===== src/rtl/alu_issue.sv =====
// ALU issue stage: accepts one decoded instruction, registers its ALU operands,
// captures the external ALU result one cycle later, and holds it until writeback
// takes it. One operation is in flight at a time.
//
// Handshake rules (both sides): a transfer happens on a rising edge where
// valid && ready are both 1. A valid, once raised, stays up with its payload
// stable until that transfer or a flush/reset. The ready signal does not wait
// on valid.
module alu_issue #(
    parameter int CNT_W = 16
) (
    input  logic             clk,
    input  logic             rst_n,
    input  logic             in_valid,
    output logic             in_ready,
    input  logic [6:0]       opcode,
    input  logic [2:0]       funct3,
    input  logic             funct7b5,
    input  logic [31:0]      rs1_data,
    input  logic [31:0]      rs2_data,
    input  logic [31:0]      imm,
    input  logic [31:0]      pc,
    input  logic             flush,
    output logic [3:0]       alu_op,
    output logic [31:0]      alu_a,
    output logic [31:0]      alu_b,
    input  logic [31:0]      alu_out,
    output logic             out_valid,
    input  logic             out_ready,
    output logic [31:0]      result,
    output logic             zero,
    output logic             illegal,
    output logic [CNT_W-1:0] retired,
    output logic [1:0]       state_dbg
);

    localparam logic [1:0] IDLE = 2'b00;
    localparam logic [1:0] EXEC = 2'b01;
    localparam logic [1:0] HOLD = 2'b10;

    localparam logic [6:0] OPC_OP    = 7'b0110011;
    localparam logic [6:0] OPC_OPIMM = 7'b0010011;
    localparam logic [6:0] OPC_LUI   = 7'b0110111;
    localparam logic [6:0] OPC_AUIPC = 7'b0010111;
    localparam logic [6:0] OPC_JAL   = 7'b1101111;
    localparam logic [6:0] OPC_JALR  = 7'b1100111;

    localparam logic [3:0] OP_ADD   = 4'd0;
    localparam logic [3:0] OP_COPYA = 4'd9;

    logic [1:0]  state;
    logic [3:0]  op_q;
    logic [31:0] a_q;
    logic [31:0] b_q;
    logic        illegal_q;

    logic [3:0]  d_op;
    logic [31:0] d_a;
    logic [31:0] d_b;
    logic        d_ill;

    assign in_ready  = (state == IDLE);
    assign out_valid = (state == HOLD);
    assign alu_op    = op_q;
    assign alu_a     = a_q;
    assign alu_b     = b_q;
    assign illegal   = illegal_q;
    assign state_dbg = state;

    // Decode the offered instruction into ALU op and operand selection.
    always_comb begin
        d_op  = OP_ADD;
        d_a   = 32'd0;
        d_b   = 32'd0;
        d_ill = 1'b0;
        case (opcode)
            OPC_OP: begin
                d_op = {funct7b5, funct3};
                d_a  = rs1_data;
                d_b  = rs2_data;
            end
            OPC_OPIMM: begin
                // Only srai uses bit 30; for other immediates it is immediate data.
                d_op = {(funct3 == 3'd5) ? funct7b5 : 1'b0, funct3};
                d_a  = rs1_data;
                d_b  = imm;
            end
            OPC_LUI: begin
                d_op = OP_COPYA;
                d_a  = imm;
            end
            OPC_AUIPC: begin
                d_a = pc;
                d_b = imm;
            end
            OPC_JAL, OPC_JALR: begin
                // The ALU produces the link value pc+4.
                d_a = pc;
                d_b = 32'd4;
            end
            default: d_ill = 1'b1;
        endcase
    end

    // Issue FSM with operand, result and retire-counter registers; flush wins over everything.
    always_ff @(posedge clk or negedge rst_n) begin
        if (!rst_n) begin
            state     <= IDLE;
            op_q      <= 4'd0;
            a_q       <= 32'd0;
            b_q       <= 32'd0;
            illegal_q <= 1'b0;
            result    <= 32'd0;
            zero      <= 1'b0;
            retired   <= '0;
        end else if (flush) begin
            state <= IDLE;
        end else begin
            case (state)
                IDLE: begin
                    if (in_valid) begin
                        state     <= EXEC;
                        op_q      <= d_op;
                        a_q       <= d_a;
                        b_q       <= d_b;
                        illegal_q <= d_ill;
                    end
                end
                EXEC: begin
                    result <= alu_out;
                    zero   <= (alu_out == 32'd0);
                    state  <= HOLD;
                end
                HOLD: begin
                    if (out_ready) begin
                        state   <= IDLE;
                        retired <= retired + 1'b1;
                    end
                end
                default: state <= IDLE;
            endcase
        end
    end

endmodule


===== config.mk =====
export PLATFORM = sky130hd
export DESIGN_NAME = alu_issue
export DESIGN_NICKNAME = d
export VERILOG_FILES = /design/src/rtl/alu_issue.sv
export SDC_FILE = /design/constraint.sdc
export NUM_CORES = 1
export LEC_CHECK = 0
export CAP_MARGIN = 20
export CORE_ASPECT_RATIO = 0.9
export CORE_MARGIN = 2
export CORE_UTILIZATION = 30
export CTS_BUF_LIST = sky130_fd_sc_hd__clkbuf_2
export CTS_CLUSTER_SIZE = 25
export DETAILED_ROUTE_END_ITERATION = 12
export SLEW_MARGIN = 20
export SYNTH_ARGS = -nofsm -noshare
export SYNTH_HDL_FRONTEND = slang
export SYNTH_SLANG_ARGS = --single-unit
export TNS_END_PERCENT = 30

===== constraint.sdc =====
create_clock -name clk -period 1.4 [get_ports clk]
set_input_delay 0.28 -clock clk [delete_from_list [all_inputs] [get_ports clk]]
set_output_delay 0.28 -clock clk [all_outputs]
set_load 0.02 [all_outputs]

==> impl_metrics.tcl, run 1 <==
set metrics [dict create \
    status "finished, violations left" \
    violations "negative setup slack" \
    synthCells 641 \
    grt_use_total_pct 20.12 \
    grt_remaining_overflow 0 \
    maxSlewViolCount 0 \
    post-place-ws_ps -493.2 \
    tns_ps -26220 \
    r2r_cells 8 \
    syn_avg_cell_area_sq_um 9.811 \
    grt_max_degree 66 \
    vias 6424 \
    synth_seq_cells 120 \
    drt_pass1_iterations 4 \
    synth_fa_ha_area_share_pct 0.1990 \
    layout-drive-gt1-share_pct 42.06 \
    rsz0062_at_grt "true" \
    rows 50 \
    synth_top_family_by_area "compound AO/OA/AOI/OAI gates" \
    period_needed_ps 1709 \
    dieArea_sq_um 22140 \
    dpl.hpwl_microns 16620 \
    wirelength_microns 23480 \
    finClkSkew_ps 32.02 \
    min_path_type "input port to asynchronous set/reset pin" \
    cts_tree "built" \
    layout_common_cells "clkdlybuf4s50_1, dfrtp_1, buf_6" \
    gp_congestion 0.8187 \
    drv_cap 0 \
    worst_slack_ps -308.6 \
    syn2layout_area_growth_pct 83.39 \
    crit_fanout 5 \
    die_w_microns 156.6 \
    grt_pass1_wl_microns 34300 \
    max_slew_margin_pct 72.08 \
    via_per_inst 4.805 \
    p_leak_uw 0.004924 \
    grt_pass1_vias 6269 \
    setup_viol 230 \
    routedWlPerCell_microns 17.56 \
    root_buffer "clkbuf_2" \
    antenna_cells 0 \
    ios 298 \
    drc 0 \
    peakVddDrop_uv 477.7 \
    critPathKind "flop to output port" \
    yosysSeqAreaShare_pct 47.75 \
    syn-cell-area_sq_um 6289 \
    worstMarginPinSlew_ps 414.4 \
    critPathCaptureType "output port" \
    hold_viol 0 \
    synth_compound_area_share_pct 22.40 \
    cts_buffers 17 \
    cts_max_path_buffers 2 \
    startpoint_type "flop" \
    period_share_pct 122.0 \
    start_util_pct 30.37 \
    clk_pin_slew_ps 220 \
    synth_fp_nets 818 \
    clock_latency_ps 680 \
    p_per_area_nw_per_um2 801.1 \
    portBuffers 297 \
    synth_xor_area_share_pct 2.089 \
    die_y_microns 141.4 \
    synthDistinctLibCells 41 \
    cp.required_ps 1120 \
    worstPathArrival_ps 1430 \
    h-tree-depth 4 \
    synth_warnings 0 \
    cts.sinks 120 \
    antenna_left 0 \
    nNetsFinal 1215 \
    synthSimpleGateAreaFrac_pct 15.14 \
    layout_commonest_cell "clkdlybuf4s50_1" \
    core_sq_um 20710 \
    synth.area.mux_share_pct 6.427 \
    drtIter0Drc 229 \
    fillers 1844 \
    fmax_ghz 0.5853 \
    antenna_found_initial 0 \
]
## power by group
part	total (uW)	switching, uW	internal (uW)
sequential	3980	210	3770
clock	2380	1520	860
combinational	2880	1290	1590
## what timing repair did
action,4_1_cts,5_1_grt
endpoints found under the setup margin,225,238
cloned,0,7
setup buffers,41,12
hold buffers,1,0
pin swaps,41,9
resized for setup,700,100
hold endpoints to repair,120,0
## Yosys cell counts (all sizes together)
library cell	n	area [sq um]
dfrtp	120	3003
nand2	75	281.5
o21ai	65	329.1
a22oi	64	630.6
nand3	37	185.2
mux2	35	394.1
o31ai	35	262.8
nor2b	34	212.7
a21oi	33	165.2
inv	33	123.9
buf	31	170.2
clkbuf	22	82.58
xnor2	13	113.9
nand4	8	56.30
nor4	8	50.05
nor2	6	25.03
and3	3	18.77
and4	3	26.28
nand2b	2	12.51
xor2	2	17.52
and4bb	1	12.51
ha	1	12.51
mux2i	1	10.01
nand3b	1	11.26
nand4b	1	15.01
nor3	1	5.000
nor3b	1	18.77
nor4b	1	15.01
o21a	1	7.510
o21bai	1	7.510
o22ai	1	6.260
or2	1	6.260
## final timing paths
kind                                     end  slack, ps         start
worst max-delay path               out_valid       -310  state_dbg[0]
worst min-delay path             retired[10]        130         rst_n
worst max register to register     alu_a[12]       -250  state_dbg[0]
worst min register to register      alu_b[8]        510      alu_b[8]
max in group asynchronous       state_dbg[0]        900         rst_n
min in group clk                   alu_a[10]        160        pc[10]
## critical path: stages (launching register included)
cell,delay (ps)
dfrtp_2,510
nor2b_4,140
buf_6,130
## cell type report
class | count | area, sq um | share of cell area (%)
multi-input combinational | 435 | 3363 | 29.16
timing repair buffer | 431 | 4429 | 38.41
tap | 286 | 357.8 | 3.103
sequential | 120 | 3007 | 26.07
clock buffer | 19 | 95.09 | 0.8246
clock inverter | 13 | 143.9 | 1.248
inverter | 33 | 136.4 | 1.183
## state kept, by name (all words and copies together) (netlist names)
signal / cells
retired: 16
zero: 1
alu_op: 4
result: 32
alu_a: 32
illegal: 1
alu_b: 32
state_dbg: 2
## kinds of logic after synthesis
kind of cell    count (synthesis)
compound gates                200
simple gates                  183
mux                            36
buf+inv                        86
flops                         120
fa+ha+maj                       1
xor+xnor                       15
## stage by stage
| stage | instance area [sq um] | instances | utilization [%] | total power, uW | hold slack [ps] |
|---|---|---|---|---|---|
| 2_1_floorplan | 6454 | 641 | - | 5041 | -15.59 |
| 3_3_place_gp | 10180 | 1244 | 49.15 | 6601 | 315.6 |
| 3_5_place_dp | 10180 | 1244 | 49.15 | 6620 | 315.1 |
| 4_1_cts | 10860 | 1318 | 52.45 | 8974 | 62.75 |
| 5_1_grt | 11530 | 1337 | 55.69 | 9714 | 35.96 |
| 6_report | 11530 | 1337 | 55.69 | 9238 | 128.9 |
## routing by layer
layer	global-route usage, %	vias to the layer above	part of all wire [%]
met1	27.29	3069	46
met4	5.649	0	1.7
li1	-	3094	-
met3	5.131	28	6.1
met5	0	-	0
met2	31.90	233	46
Power figures use the tool's default switching activity.
==> run 2: changes to the inputs <==
--- a/config.mk
+++ b/config.mk
@@ -5,11 +5,11 @@
 export SDC_FILE = /design/constraint.sdc
 export NUM_CORES = 1
 export LEC_CHECK = 0
+export ABC_AREA = 1
 export CAP_MARGIN = 20
 export CORE_ASPECT_RATIO = 0.9
 export CORE_MARGIN = 2
 export CORE_UTILIZATION = 30
-export CTS_BUF_LIST = sky130_fd_sc_hd__clkbuf_2
 export CTS_CLUSTER_SIZE = 25
 export DETAILED_ROUTE_END_ITERATION = 12
 export SLEW_MARGIN = 20
==> constraint.sdc (replaced) <==
create_clock -name clk -period 1.75 [get_ports clk]
set_input_delay 0.35 -clock clk [delete_from_list [all_inputs] [get_ports clk]]
set_output_delay 0.35 -clock clk [all_outputs]
set_load 0.02 [all_outputs]
==> impl_metrics.tcl, run 2 <==
set metrics [dict create \
    reg2reg_slack_ps 230 \
    vias 7019 \
    p_per_area_nw_per_um2 775.6 \
    syn_avg_cell_area_sq_um 7.086 \
    reg2reg_from "retired[0]" \
    status "complete, no violations" \
    finalCoreUtilization_pct 50.85 \
    ys_top_cells_by_count "nand2_1, dfrtp_1, nand3_1, inv_1, nand4_1" \
    cts_tree "built" \
    root_buffer "clkbuf_16" \
    fin_hold_ws_ps 377.9 \
    drtIter0Drc 384 \
    die_y_microns 143.1 \
    layout-drive-gt1-share_pct 8.259 \
    syn2layout_area_growth_pct 65.27 \
    gp_congestion 0.9035 \
    fmax_ghz 0.5891 \
    drv_cap 0 \
    layout_common_cells "nand2_1, clkdlybuf4s50_1, dfrtp_1" \
    p_sw_share_pct 30.62 \
    yosysSeqAreaShare_pct 46.57 \
    grt_pass1_vias 6742 \
    synth_seq_cells 120 \
    p_leak_uw 0.006243 \
    cts_max_path_buffers 2 \
    grt_use_total_pct 21.45 \
    dpl.hpwl_microns 18370 \
    nNetsFinal 1399 \
    via_per_inst 4.615 \
    drc 0 \
    worstMarginPinSlew_ps 333.6 \
    crit_fanout 2 \
    synth_warnings 0 \
    finClkSkew_ps 8.073 \
    min_path_type "input port to asynchronous set/reset pin" \
    die_w_microns 158.5 \
    slowest_stage "clkdlybuf4s50_1" \
    period_share_pct 97.00 \
    cp.required_ps 1400 \
    combinationalPowerShare_pct 22.8 \
    r2r_cells 6 \
    post_cts_buffers 0 \
    async_flop_share_pct 100.0 \
    max_stage_delay_ps 600 \
    h-tree-depth 4 \
    portBuffers 297 \
    syn-cell-area_sq_um 6449 \
    ys_top_cells_by_area "dfrtp_1, nand2_1, nand3_1" \
    path_buf_inv 1 \
    ys.flop_type "dfrtp_1" \
    hold_viol 0 \
    crit_chain "clkdlybuf4s50_1" \
    grt_remaining_overflow 0 \
    reg2reg_to "retired[8]" \
    cp-startpoint "result[12]" \
    layout_commonest_cell "nand2_1" \
    peakVddDrop_uv 505.2 \
    synth_edf_count 0 \
    worstPathArrival_ps 1350 \
    antenna_left 0 \
    dieArea_sq_um 22690 \
    cts_buffers 17 \
    ios 298 \
    rows 50 \
    setup_viol 0 \
    rsz0062_at_grt "false" \
    critPathKind "flop to output port" \
    routedWlPerCell_microns 16.05 \
    grt_max_degree 50 \
    core_sq_um 20960 \
    internal_power_uw 5735 \
    clkPwrFrac_pct 38.5 \
    critPathCaptureType "output port" \
    synth_top_area_cell "dfrtp_1" \
    period_needed_ps 1697 \
    max_slew_margin_pct 77.76 \
    antenna_cells 0 \
    clk_pin_slew_ps 60 \
    maxSlewViolCount 0 \
    clock_latency_ps 420 \
    synth_fp_nets 1087 \
    start_util_pct 30.77 \
    wirelength_microns 24410 \
    cts.sinks 120 \
    synthDistinctLibCells 25 \
    seq_power_share_pct 38.6 \
    drt_pass1_iterations 5 \
    synth.most_common_cell "nand2_1" \
    p_switching_uw 2531 \
    grt_pass1_wl_microns 37180 \
    synth_top_area_share_pct 46.57 \
    crit_family "buffers and inverters" \
    antenna_found_initial 2 \
    synthCells 910 \
    startpoint_type "flop" \
]
-- run 2: cell types whose count changed after synthesis, moves of 23 or more --
cell,delta
a21oi_1,-32
a22oi_1,-34
mux2_2,-33
o31ai_1,-35
nand2_1,+338
inv_1,+28
nand4_1,+37
nor2b_1,-34
a22oi_2,-30
nor2_1,+23
nand3_1,+75
-- run 2: worst max path at each step --
stage	end	slack [ps]	cells past startpoint
floorplan	alu_a[12]	160	7
global placement	alu_b[29]	-140	9
detailed placement	alu_b[29]	-150	9
CTS	in_ready	-30	2
global route	result[12]	2	1
finish	result[12]	50	1
-- run 2: cell type report --
class / instances / area [sq um]
well taps: 286 / 357.8
flip-flops and latches: 120 / 3003
clock buffers: 17 / 425.4
inverters: 84 / 315.3
clock inverters: 15 / 103.9
fillers: 2039 / 10300
multi-input cells: 654 / 2915
repair buffers: 345 / 3537
-- run 2: repair_timing --
| item | CTS | global route |
|---|---|---|
| setup endpoints to repair | 76 | 47 |
| resized for setup | 77 | 47 |
| hold buffers | 1 | 0 |
| pin swaps | 0 | 0 |
| endpoints found under the hold margin | 24 | 0 |
-- run 2: kinds of logic (layout without fill, tap and decap cells) --
group           count (synthesis)  count (layout)  synth area share [%]
compound gates                 34              34                 2.677
flops                         120             120                 46.57
mux                             2               2                0.3492
buf+inv                       136             461                 8.886
xor+xnor                       10              10                 1.358
simple gates                  607             607                 39.97
fa+ha+maj                       1               1                0.1940
-- run 2: routing by layer --
layer / part of all wire (%) / track usage (%)
met5: 0.049 / 0
met1: 44 / 27.69
met3: 9.2 / 7.769
met2: 46 / 34.27
met4: 1.3 / 5.121
-- run 2: through the flow --
stage	total power (uW)	instance area, sq um	setup slack [ps]	TNS (ps)	cells
2_1_floorplan	3975	6449	164.5	0	910
3_3_place_gp	5245	10100	-144.4	-6445	1488
3_5_place_dp	5257	10100	-148.3	-7286	1488
4_1_cts	8406	10550	-27.71	-27.71	1521
5_1_grt	8668	10660	2.064	0	1521
6_report	8266	10660	52.58	0	1521
-- run 2: power groups by stage --
stage          clock (uW)  combinational (uW)  sequential [uW]
3_3_place_gp            0                2000             3250
4_1_cts              3270                1930             3200
3_5_place_dp            0                2010             3250
5_1_grt              3400                2040             3230
2_1_floorplan           0                 429             3550
6_report             3180                1890             3190
